===== src/rtl/wb_trace_fifo_pkg.sv =====
// Shared pipeline types: the exception bus and the write-back trace entry.
package wb_trace_fifo_pkg;

  localparam int XLEN   = 32;
  localparam int REG_AW = 5;

  typedef struct packed {
    logic            valid;
    logic [4:0]      code;
    logic [XLEN-1:0] badvaddr;
  } except_bus;

  typedef struct packed {
    logic [XLEN-1:0]   pc;
    logic              wen;
    logic [REG_AW-1:0] wnum;
    logic [XLEN-1:0]   wdata;
  } trace_entry_t;

  // A write to r0 is architecturally invisible, so it is traced with wen cleared.
  function automatic trace_entry_t make_entry(input logic [XLEN-1:0]   pc,
                                              input logic              reg_wen,
                                              input logic [REG_AW-1:0] waddr,
                                              input logic [XLEN-1:0]   wdata);
    trace_entry_t e;
    e.pc    = pc;
    e.wen   = reg_wen && (waddr != '0);
    e.wnum  = waddr;
    e.wdata = wdata;
    return e;
  endfunction

endpackage


===== src/rtl/wb_trace_fifo_fifo_2w1r.sv =====
// Circular buffer accepting up to two writes and one read per cycle.
// Port 1 is only ever written together with port 0 and lands one slot behind it.
module fifo_2w1r
  import wb_trace_fifo_pkg::*;
#(
  parameter int  DEPTH   = 8,
  parameter type entry_t = trace_entry_t
) (
  input  logic                     clk,
  input  logic                     rst,
  input  logic                     wr_en0,
  input  entry_t                   wr_data0,
  input  logic                     wr_en1,
  input  entry_t                   wr_data1,
  input  logic                     rd_en,
  output entry_t                   rd_data,
  output logic [$clog2(DEPTH):0]   count
);

  localparam int AW = $clog2(DEPTH);
  localparam int CW = AW + 1;

  entry_t        mem [DEPTH];
  logic [AW-1:0] wptr;
  logic [AW-1:0] rptr;

  assign rd_data = mem[rptr];

  // Storage writes: first entry at wptr, second at wptr+1 (pointer width wraps mod DEPTH).
  // NOTE: storage has no reset; stale contents are unreachable because count gates every read.
  always_ff @(posedge clk) begin
    if (wr_en0) mem[wptr] <= wr_data0;
    if (wr_en1) mem[wptr + AW'(1)] <= wr_data1;
  end

  // Pointer and occupancy update; caller guarantees count never exceeds DEPTH.
  // NOTE: sequential state uses non-blocking assignments so every register sees pre-edge values.
  always_ff @(posedge clk or posedge rst) begin
    if (rst) begin
      wptr  <= '0;
      rptr  <= '0;
      count <= '0;
    end else begin
      wptr  <= wptr + AW'(wr_en0) + AW'(wr_en1);
      rptr  <= rptr + AW'(rd_en);
      count <= count + CW'(wr_en0) + CW'(wr_en1) - CW'(rd_en);
    end
  end

endmodule


===== src/rtl/wb_trace_fifo.sv =====
// Write-back trace FIFO: queues retiring master/slave instructions and emits
// one registered trace record per cycle, stalling mem_wb when nearly full.
module wb_trace_fifo
  import wb_trace_fifo_pkg::*;
#(
  parameter int DEPTH = 8
) (
  input  logic        clk,
  input  logic        rst,
  input  logic        W_master_valid,
  input  logic        W_slave_valid,
  input  logic        W_master_reg_wen,
  input  logic        W_slave_reg_wen,
  input  logic [4:0]  W_master_reg_waddr,
  input  logic [4:0]  W_slave_reg_waddr,
  input  logic [31:0] W_master_pc,
  input  logic [31:0] W_slave_pc,
  input  logic [31:0] W_master_reg_wdata,
  input  logic [31:0] W_slave_reg_wdata,
  output logic        stall_req,
  output logic [31:0] debug_wb_pc,
  output logic [3:0]  debug_wb_rf_wen,
  output logic [4:0]  debug_wb_rf_wnum,
  output logic [31:0] debug_wb_rf_wdata
);

  localparam int CW = $clog2(DEPTH) + 1;
  localparam logic [CW-1:0] STALL_LVL = CW'(DEPTH - 2);

  logic [CW-1:0] fifo_count;
  logic          wr_en0;
  logic          wr_en1;
  trace_entry_t  wr_data0;
  trace_entry_t  wr_data1;
  trace_entry_t  head;
  logic          pop;

  // Fewer than two free slots: hold the pipeline. Registered count only, so no input path.
  assign stall_req = (fifo_count > STALL_LVL);
  assign pop       = (fifo_count != '0);

  // Pack the retiring pair into write ports, master first; a lone slave takes port 0.
  // NOTE: every always_comb output gets a default first so no path can infer a latch.
  always_comb begin
    wr_en0   = 1'b0;
    wr_en1   = 1'b0;
    wr_data0 = make_entry(W_slave_pc, W_slave_reg_wen, W_slave_reg_waddr, W_slave_reg_wdata);
    wr_data1 = wr_data0;
    if (!stall_req) begin
      if (W_master_valid) begin
        wr_en0   = 1'b1;
        wr_en1   = W_slave_valid;
        wr_data0 = make_entry(W_master_pc, W_master_reg_wen, W_master_reg_waddr,
                              W_master_reg_wdata);
      end else begin
        wr_en0 = W_slave_valid;
      end
    end
  end

  fifo_2w1r #(
    .DEPTH   (DEPTH),
    .entry_t (trace_entry_t)
  ) u_fifo (
    .clk      (clk),
    .rst      (rst),
    .wr_en0   (wr_en0),
    .wr_data0 (wr_data0),
    .wr_en1   (wr_en1),
    .wr_data1 (wr_data1),
    .rd_en    (pop),
    .rd_data  (head),
    .count    (fifo_count)
  );

  // Trace output register: head entry on a pop, all zeros otherwise.
  always_ff @(posedge clk or posedge rst) begin
    if (rst) begin
      debug_wb_pc       <= '0;
      debug_wb_rf_wen   <= '0;
      debug_wb_rf_wnum  <= '0;
      debug_wb_rf_wdata <= '0;
    end else if (pop) begin
      debug_wb_pc       <= head.pc;
      debug_wb_rf_wen   <= {4{head.wen}};
      debug_wb_rf_wnum  <= head.wnum;
      debug_wb_rf_wdata <= head.wdata;
    end else begin
      debug_wb_pc       <= '0;
      debug_wb_rf_wen   <= '0;
      debug_wb_rf_wnum  <= '0;
      debug_wb_rf_wdata <= '0;
    end
  end

endmodule


===== config.mk =====
export PLATFORM = sky130hd
export DESIGN_NAME = wb_trace_fifo
export DESIGN_NICKNAME = d
export VERILOG_FILES = /design/src/rtl/wb_trace_fifo_pkg.sv /design/src/rtl/wb_trace_fifo_fifo_2w1r.sv /design/src/rtl/wb_trace_fifo.sv
export SDC_FILE = /design/constraint.sdc
export NUM_CORES = 1
export LEC_CHECK = 0
export BUFFER_PORTS_ARGS = -buffer_cell sky130_fd_sc_hd__buf_2
export CORE_ASPECT_RATIO = 2
export CORE_MARGIN = 2
export CORE_UTILIZATION = 35
export CTS_BUF_LIST = sky130_fd_sc_hd__clkbuf_8
export DETAILED_ROUTE_END_ITERATION = 16
export GPL_TIMING_DRIVEN = 0
export HOLD_SLACK_MARGIN = 0.03
export PLACE_DENSITY_LB_ADDON = 0.3
export SETUP_SLACK_MARGIN = 0.3
export SYNTH_ARGS = -nofsm -noshare
export SYNTH_HDL_FRONTEND = slang
export SYNTH_SLANG_ARGS = --single-unit

===== constraint.sdc =====
create_clock -name clk -period 19.5 [get_ports clk]
set_clock_uncertainty 0.05 [all_clocks]
set_input_delay 0 -clock clk [delete_from_list [all_inputs] [get_ports clk]]
set_output_delay 0 -clock clk [all_outputs]
set_load 0.01 [all_outputs]

== Word-level counts from Yosys, hierarchy flattened ==
Memory sizes are Yosys's and may differ from the RTL's.
Cells that the tools add are included.

* Register bits: 83
* Latch bits: 0
* Bits in writable memories: 560
* ROM bits: 0
* Input bits: 144
* Output and inout port bits: 74
* Memories: 1

* Add/sub/neg operators: 7
* Multiply operators: 0
* Divide/modulo/power cells: 0
* Magnitude comparators: 1
* Eq/ne operators: 0
* Shift operators: 0
* Multiplexer cells: 14
* Bitwise gates (word level): 0
* Reduce and logical (&&, ||, !) cells: 5

{| class="wikitable"
|+ Memories
! memory !! words !! bits a word !! rd ports !! clocked after memory_dff !! wr ports !! line !! RTL
|-
| u_fifo.mem || 8 || 70 || 1 || 0 || 2 || wb_trace_fifo_fifo_2w1r.sv:23 || <nowiki>entry_t mem [DEPTH];</nowiki>
|}

{| class="wikitable"
|+ Operators by type and width
! operator !! number
|-
| 70-bit 2-to-1 mux || 2
|-
| 32-bit 2-to-1 mux || 2
|-
| 5-bit nonzero test || 2
|-
| 3-bit by 1-bit adder with 3-bit output || 3
|-
| 4-bit by 1-bit adder with 4-bit output || 2
|-
| 1-bit 2-to-1 mux || 8
|-
| 5-bit 2-to-1 mux || 1
|-
| 4-bit by 3-bit greater-than comparator with 1-bit output (second input constant) || 1
|-
| 4-bit 2-to-1 mux || 1
|-
| 4-bit nonzero test || 1
|-
| 4-bit by 1-bit subtractor with 4-bit output || 1
|-
| 3-bit by 1-bit adder with 3-bit output (second input constant) || 1
|-
| 1-bit logical AND || 2
|}

== Logic depth before layout (Yosys ltp) ==
Gate-level depths: netlist (run 1).

* Depth after elaboration: 5
* Depth in mapped cells: 13
* Gate-level depth less buffers: 11

== Cells and area by module ==
Synthesis (run 1) repeated with hierarchy kept, for this count alone.

* Cells, all modules: 1732
* Area total of the unflattened synthesis: 31393.9 µm²

{| class="wikitable"
|+ By module, submodules not included
! module !! instances !! cells an instance !! area each (µm²)
|-
| fifo_2w1r || 1 || 1492 || 28189.5
|-
| wb_trace_fifo || 1 || 240 || 3204.3
|}

== Least setup slack after synthesis (run 1) ==
OpenSTA, ideal clock, no wires.

* Path type: register to register
* Start: register u_fifo.count[3]
* End: memory u_fifo.mem[2][0] (netlist name), enable pin
* Library setup time: 595 ps
* Arrival: 6582 ps
* Setup slack: 12274 ps
* Stages on the path, launching flop included: 8
* Buffers on the path: 1
* Clock period less this slack: 7226 ps
* Cell sequence: dfrtp_1 -> inv_1 -> ha_1 -> a21bo_2 -> buf_6 -> nand2_1 -> or4b_2 -> o21ai_0

{| class="wikitable"
|+ RTL lines
! element !! line !! RTL
|-
| from (decl) || wb_trace_fifo_fifo_2w1r.sv:17 || <nowiki>output logic [$clog2(DEPTH):0] count</nowiki>
|-
| from (signal assigned) || wb_trace_fifo_fifo_2w1r.sv:46 || <nowiki>count <= count + CW'(wr_en0) + CW'(wr_en1) - CW'(rd_en);</nowiki>
|-
| to (decl) || wb_trace_fifo_fifo_2w1r.sv:23 ||
|}

==> metrics.log, run 1 <==
INFO  metric synth.largest_area_cell = sky130_fd_sc_hd__edfxtp_1
INFO  metric synth_seq_cells = 640
INFO  metric gp_routability_congestion = 0.750
INFO  metric worst_path_cell_with_the_longest_stage_delay = sky130_fd_sc_hd__or4b_2
INFO  metric dieHeight = 421 µm
INFO  metric leakage_power_summed_over_all_cells = 13.4 nW
INFO  metric cts_tree = built
INFO  metric post_cts.resized_instances = 0
INFO  metric design.portCount = 218
INFO  metric drv_slew = 0
INFO  metric postPlaceCellArea = 33600 µm²
INFO  metric worst-setup-path-type = reg2reg
INFO  metric synthesis.yosys.warnings = 0
INFO  metric syn_area = 30400 µm²
INFO  metric hp-class = in2reg
INFO  metric total_power = 5.71 mW
INFO  metric max_freq = 290 MHz
INFO  metric grt_start_max_net_pins = 63
INFO  metric die-area = 89400 µm²
INFO  metric first_global_vias = 20100
INFO  metric critPathBufInv = 5
INFO  metric cellPowerDensity = 151 nW/µm²
INFO  metric routed_wl = 91.8 mm
INFO  metric io_buffers = 214
INFO  metric stdcell_count = 3419
INFO  metric syn-mean-instance-area = 18.8 µm²
INFO  metric num_rows = 152
INFO  metric post-place-cells = 3013
INFO  metric kind_of_cell_with_the_highest_combined_delay_on_the_critical_path = simple AND/OR/NAND/NOR gates
INFO  metric postSynthCellCount = 1618
INFO  metric number_of_h_tree_levels = 3
INFO  metric globalRouteTotalUtil = 20.8%
INFO  metric clkSinkCount = 640
INFO  metric period_needed = 3.45 ns
INFO  metric slew_margin_rel = 35.8%
INFO  metric synthFlopType = sky130_fd_sc_hd__edfxtp_1
INFO  metric clkLatencyLatePin = 0.78 ns
INFO  metric total_clock_buffers_created_by_cts = 99
INFO  metric clock_path_buffers = 3
INFO  metric final_design_area_no_fill = 37700 µm²
INFO  metric worstMarginPinSlew = 0.963 ns
INFO  metric worst_ep_required_time = 19.89 ns
INFO  metric final_layout_size_suffix_gt1_share = 50.5%
INFO  metric drcViolationCount = 0
INFO  metric floorplan.initialDensity = 35.4%
INFO  metric sequential_cell_area_fraction_in_the_yosys_report = 61.9%
INFO  metric status = completed
INFO  metric critPathLaunchType = flip-flop
INFO  metric flow.area_growth_from_synthesis = 24.0%
INFO  metric cp_cell_sequence = inv_1 -> ha_1 -> a21bo_2 -> buf_6 -> nand2_1 -> or4b_2 -> o21ai_4 -> buf_16 -> buf_16 -> buf_12
INFO  metric clockRootBuffer = sky130_fd_sc_hd__clkbuf_8
INFO  metric synth.net_count = 1774
INFO  metric viasPerCell = 5.30
INFO  metric yosysUniqueCellTypes = 44
INFO  metric chip_width = 212 µm
INFO  metric cap_violations = 0
INFO  metric nets = 2330
INFO  metric cts.clk_slew.worst_paths = 0.06 ns
INFO  metric slowest_delay = 0.75 ns
INFO  metric cts_setup_buffers = 0
INFO  metric critical_path.endpoint_type = flip-flop
INFO  metric detail_route.first_pass.iterations = 5
INFO  metric synth-async-reset-ratio = 12.5%
INFO  metric dp_slack = 16.05 ns
INFO  metric final.setup.tns = 0 ns
INFO  metric grt_pass1_wl = 133 mm
INFO  metric grt_setup_unrepaired = no
INFO  metric holdWs = 0.116 ns
INFO  metric synth_top_cell_area_share = 55.3%
INFO  metric arrival = 3.84 ns
INFO  metric antenna_violations_before_repair = 12
INFO  metric floorplan_core_area = 86000 µm²
INFO  metric synth_area_leaders = sky130_fd_sc_hd__edfxtp_1 55%, sky130_fd_sc_hd__mux2_2 20%, sky130_fd_sc_hd__mux4_2 10%
INFO  metric dp.final_hpwl = 59.7 mm
INFO  metric report.final.setup_viol = 0
INFO  metric grt_remaining_overflow = 0
INFO  metric synth_edf_count = 560
INFO  metric antenna_violating_nets_post_route = 0
INFO  metric drt_iter0_markers = 1327
INFO  metric routed-via-count = 18100
INFO  metric critical_path_peak_fanout = 20
INFO  metric number_of_hold_violations_in_the_final_report = 0
INFO  metric max-vdd-ir-drop = 0.0669 mV
INFO  metric hold_buffers = 215
INFO  metric postLayoutSetupSlackWorst = 16.05 ns
INFO  metric wl_per_instance = 26.8 µm
INFO  metric critical_path.most_common_cell = sky130_fd_sc_hd__buf_16
INFO  metric min_period_over_period = 17.7%
INFO  metric postLayoutCoreUtil = 43.9%
==> power breakdown <==
part / internal (mW) / total, mW / switching [mW]
Sequential: 1.97 / 2.07 / 0.0934
Combinational: 1.18 / 2.54 / 1.36
Clock: 0.550 / 1.10 / 0.554
Total: 3.70 / 5.71 / 2.01
==> flip-flops by register name, indices dropped and copies added, names as in the netlist <==
| name | cells |
|---|---|
| u_fifo.mem | 560 |
| u_fifo.count | 4 |
| u_fifo.wptr | 3 |
| debug_wb_rf_wen | 1 |
| debug_wb_pc | 32 |
| debug_wb_rf_wdata | 32 |
| u_fifo.rptr | 3 |
| debug_wb_rf_wnum | 5 |
==> placed cells by master (no fill, tap or decap), types with 3 or more instances in the layout <==
master	netlist	layout
sky130_fd_sc_hd__edfxtp_1	560	560
sky130_fd_sc_hd__mux2_2	528	528
sky130_fd_sc_hd__buf_2	18	232
sky130_fd_sc_hd__dlygate4sd3_1	0	215
sky130_fd_sc_hd__mux4_2	140	140
sky130_fd_sc_hd__clkbuf_8	0	111
sky130_fd_sc_hd__dfrtp_1	80	80
sky130_fd_sc_hd__a22o_1	70	70
sky130_fd_sc_hd__inv_1	11	55
sky130_fd_sc_hd__buf_4	31	31
sky130_fd_sc_hd__buf_6	29	29
sky130_fd_sc_hd__clkbuf_1	29	29
sky130_fd_sc_hd__mux2_1	24	24
sky130_fd_sc_hd__clkinv_2	0	15
sky130_fd_sc_hd__buf_12	0	14
sky130_fd_sc_hd__nand2_1	13	13
sky130_fd_sc_hd__buf_16	0	12
sky130_fd_sc_hd__ha_1	9	9
sky130_fd_sc_hd__clkinv_1	0	9
sky130_fd_sc_hd__nor2_1	6	6
sky130_fd_sc_hd__buf_1	6	6
sky130_fd_sc_hd__o21ai_4	0	6
sky130_fd_sc_hd__o21ai_0	11	5
sky130_fd_sc_hd__diode_2	0	4
sky130_fd_sc_hd__o2111ai_4	4	4
sky130_fd_sc_hd__a21oi_2	3	4
sky130_fd_sc_hd__mux2i_1	4	4
sky130_fd_sc_hd__xor2_1	4	4
sky130_fd_sc_hd__inv_6	0	4
sky130_fd_sc_hd__or4_1	3	3
sky130_fd_sc_hd__o211ai_1	3	3
sky130_fd_sc_hd__a211o_1	3	3
sky130_fd_sc_hd__fa_1	3	3
==> cells by family (layout without fill, tap and decap cells) <==
family / Yosys count / in the layout / share of synthesized area (%)
AO/OA/AOI/OAI: 104 / 104 / 3.03
XOR/XNOR: 5 / 5 / 0.206
adder cells (fa/ha/maj): 12 / 12 / 0.568
buffers and inverters: 124 / 766 / 2.70
flip-flops: 640 / 640 / 61.9
multiplexers: 696 / 696 / 30.9
other: 0 / 4 / 0
AND/OR/NAND/NOR: 37 / 37 / 0.671
==> worst register-to-register path: stages (launching register included) <==
cell,delay [ns]
sky130_fd_sc_hd__dfrtp_1,0.37
sky130_fd_sc_hd__inv_1,0.07
sky130_fd_sc_hd__ha_1,0.19
sky130_fd_sc_hd__a21bo_2,0.14
sky130_fd_sc_hd__buf_6,0.15
sky130_fd_sc_hd__nand2_1,0.14
sky130_fd_sc_hd__or4b_2,0.75
sky130_fd_sc_hd__o21ai_4,0.60
sky130_fd_sc_hd__buf_16,0.24
sky130_fd_sc_hd__buf_16,0.18
sky130_fd_sc_hd__buf_12,0.20
==> layer usage <==
layer,vias up,wire [µm],GRT usage [%]
li1,7778,-,-
met4,8,2870,7.67
met3,185,4760,3.77
met1,9510,33900,22.9
met2,632,50300,39.3
met5,-,53,0
==> synthesized netlist by cell type (6+ instances only) <==
cell type,instances
sky130_fd_sc_hd__nand2_1,13
sky130_fd_sc_hd__mux2_2,528
sky130_fd_sc_hd__mux2_1,24
sky130_fd_sc_hd__dfrtp_1,80
sky130_fd_sc_hd__buf_6,29
sky130_fd_sc_hd__o21ai_0,11
sky130_fd_sc_hd__inv_1,11
sky130_fd_sc_hd__buf_4,31
sky130_fd_sc_hd__edfxtp_1,560
sky130_fd_sc_hd__clkbuf_1,29
sky130_fd_sc_hd__a22o_1,70
sky130_fd_sc_hd__nor2_1,6
sky130_fd_sc_hd__ha_1,9
sky130_fd_sc_hd__buf_2,18
sky130_fd_sc_hd__mux4_2,140
sky130_fd_sc_hd__buf_1,6
==> cell type report <==
| type | instances | area, µm² |
|---|---|---|
| plain buffers | 113 | 781 |
| diodes | 4 | 10.0 |
| fillers | 7765 | 48300 |
| inverters | 11 | 46.3 |
| multi-input cells | 854 | 10900 |
| clock buffers | 111 | 1530 |
| repair buffers | 455 | 3830 |
| flip-flops and latches | 640 | 18800 |
| well taps | 1155 | 1450 |
| clock inverters | 76 | 379 |
==> final timing paths <==
kind	from	end	slack, ns	cells after the start
setup / recovery	u_fifo.count[3]	u_fifo.mem[2][13]	16.05	10
hold / removal	W_slave_pc[7]	u_fifo.mem[1][45]	0.12	3
setup reg to reg	u_fifo.count[3]	u_fifo.mem[2][13]	16.05	10
hold reg to reg	u_fifo.rptr[0]	u_fifo.rptr[0]	0.45	1
max in group asynchronous	rst	debug_wb_rf_wdata[2]	18.39	5
min in group asynchronous	rst	debug_wb_pc[10]	0.26	4
Power figures use the tool's default switching activity.
==> run 2, diff against run 1 <==
==> constraint.sdc (replaced) <==
create_clock -name clk -period 3.3 [get_ports clk]
set_clock_uncertainty 0.05 [all_clocks]
set_input_delay 0 -clock clk [delete_from_list [all_inputs] [get_ports clk]]
set_output_delay 0 -clock clk [all_outputs]
set_load 0.01 [all_outputs]
==> run 2 against run 1 <==
The run now ends with max-capacitance violations, max-slew violations left. Die area unchanged. Global-route usage fell by 0.23 points. Worst setup slack worse by 16 ns. Sequential power grew to 5.9 times the previous value. Critical path depth shrank 5. Non-clock buffer count decreased by 56. Routed wire length down 0.32%. Sequential share of layout area up 0.57 points. Cell count fell by 1.8%. First-iteration DRC count fell by 17%. Hold slack gained 0.017 ns. Maximum frequency increased by 16%. Critical endpoint is now debug_wb_rf_wdata[3].
==> metrics.log, run 2 (synthesis results as in run 1) <==
INFO  metric gp_routability_congestion = 0.760
INFO  metric worst_ep_required_time = 3.90 ns
INFO  metric num_rows = 152
INFO  metric drcViolationCount = 0
INFO  metric grt_setup_unrepaired = no
INFO  metric report.final.setup_viol = 0
INFO  metric met2_wl_post_dr = 49.4 mm
INFO  metric detail_route.first_pass.iterations = 5
INFO  metric wl_per_instance = 27.2 µm
INFO  metric number_of_h_tree_levels = 3
INFO  metric dieHeight = 421 µm
INFO  metric clockRootBuffer = sky130_fd_sc_hd__clkbuf_8
INFO  metric viasPerCell = 5.28
INFO  metric io_buffers = 214
INFO  metric die-area = 89400 µm²
INFO  metric routed-via-count = 17700
INFO  metric chip_width = 212 µm
INFO  metric reg_top3 = u_fifo.mem (560), debug_wb_pc (32), debug_wb_rf_wdata (32)
INFO  metric antenna_violations_before_repair = 11
INFO  metric flow.area_growth_from_synthesis = 22.6%
INFO  metric met3RoutedLength = 5.16 mm
INFO  metric clkSinkCount = 640
INFO  metric grt_remaining_overflow = 0
INFO  metric critPathLaunchType = flip-flop
INFO  metric max-vdd-ir-drop = 0.394 mV
INFO  metric floorplan.initialDensity = 35.4%
INFO  metric dp.final_hpwl = 58.7 mm
INFO  metric cts.clk_slew.worst_paths = 0.06 ns
INFO  metric most-common-layout-cells = 560 x sky130_fd_sc_hd__edfxtp_1, 528 x sky130_fd_sc_hd__mux2_2, 232 x sky130_fd_sc_hd__buf_2
INFO  metric arrival = 3.57 ns
INFO  metric critical_path.endpoint_type = flip-flop
INFO  metric grt_start_max_net_pins = 51
INFO  metric first_global_vias = 19600
INFO  metric hp-class = in2reg
INFO  metric topRoutingLayerUsed = met5
INFO  metric nets = 2275
INFO  metric total_clock_buffers_created_by_cts = 98
INFO  metric critical_path_peak_fanout = 10
INFO  metric drt_iter0_markers = 1099
INFO  metric layout.cells.most_common = sky130_fd_sc_hd__edfxtp_1
INFO  metric clkLatencyLatePin = 0.75 ns
INFO  metric routed_wl = 91.5 mm
INFO  metric largest_register_ffs = 560
INFO  metric design.portCount = 218
INFO  metric grt_pass1_wl = 132 mm
INFO  metric stdcell_count = 3358
INFO  metric violations_in_the_final_reports = max-capacitance violations, max-slew violations
INFO  metric cap_violations = 1
INFO  metric slew_margin_rel = -1.08%
INFO  metric worst-setup-path-type = reg2reg
INFO  metric holdWs = 0.133 ns
INFO  metric antenna_violating_nets_post_route = 0
INFO  metric worstMarginPinSlew = 1.52 ns
INFO  metric routedLengthMet1 = 34.4 mm
INFO  metric clock_path_buffers = 3
INFO  metric final_layout_size_suffix_gt1_share = 53.5%
INFO  metric cellPowerDensity = 904 nW/µm²
INFO  metric globalRouteTotalUtil = 20.5%
INFO  metric regMostFlops = u_fifo.mem
INFO  metric number_of_hold_violations_in_the_final_report = 0
INFO  metric drv_slew = 8
INFO  metric max_freq = 337 MHz
INFO  metric leakage_power_summed_over_all_cells = 13.2 nW
INFO  metric cts_tree = built
INFO  metric status = complete, but fails checks
INFO  metric floorplan_core_area = 86000 µm²
INFO  metric post-place-cells = 3014
INFO  metric min_period_over_period = 90.0%
INFO  metric period_needed = 2.97 ns
[run 2: critical path, cell delays in order, from the launching register on]
cell and delay, ns:
sky130_fd_sc_hd__dfrtp_1 0.36, sky130_fd_sc_hd__inv_1 0.07, sky130_fd_sc_hd__ha_1 0.22, sky130_fd_sc_hd__a21oi_1 1.15, sky130_fd_sc_hd__clkbuf_1 0.68, sky130_fd_sc_hd__a22o_1 0.34
[run 2: metal layers]
layer | vias up | GRT usage [%]
met4 | 8 | 7.28
met3 | 168 | 4.00
li1 | 7647 | -
met5 | - | 0
met2 | 584 | 37.9
met1 | 9315 | 23.4
[run 2: cell type report]
cell class	count	area, µm²
fillers	7819	48700
flip-flops and latches	640	18800
multi-input cells	856	10900
repair buffers	399	3290
clock buffers	124	1710
well taps	1155	1450
plain buffers	113	783
clock inverters	54	268
inverters	11	46.3
diodes	6	15.0
[run 2: through the flow]
step	setup TNS, ns	setup WS (ns)	util, %	total power, mW	cell area, µm²
after detailed placement	-0.893	-0.0702	39.2	27.0	33700
after global routing	0	0.332	43.4	35.2	37300
final	0	0.331	43.4	33.7	37300
after global placement	-842.83	-1.94	38.4	26.3	33000
after floorplan	0	0.0645	-	21.5	30500
after CTS	0	0.300	43.2	34.1	37200
[run 2: worst paths after layout]
kind,startpoint,to,slack (ns),cells after the start
worst min register to register,u_fifo.rptr[1],u_fifo.rptr[1],0.47,1
min in group asynchronous,rst,debug_wb_pc[3],0.36,4
worst max-delay path,u_fifo.count[2],debug_wb_rf_wdata[3],0.33,5
worst max register to register,u_fifo.count[2],debug_wb_rf_wdata[3],0.33,5
max in group asynchronous,rst,debug_wb_rf_wdata[7],2.11,5
worst min-delay path,W_master_pc[12],u_fifo.mem[7][50],0.13,3
[run 2: report_power, final]
part / total [mW] / leakage, nW / switching (mW) / internal [mW]
combinational: 14.7 / 6.03 / 7.95 / 6.78
clock: 6.73 / 1.14 / 3.27 / 3.46
sequential: 12.2 / 6.05 / 0.564 / 11.7
[run 2: repair_timing]
| item | in CTS | in global routing |
|---|---|---|
| endpoints found under the hold margin | 691 | 0 |
| endpoints found under the setup margin | 158 | 121 |
| setup buffers | 8 | 6 |
| gates resized for setup | 2 | 5 |
| hold buffers | 144 | 0 |
| gates cloned | 0 | 2 |
| pin swaps | 6 | 2 |
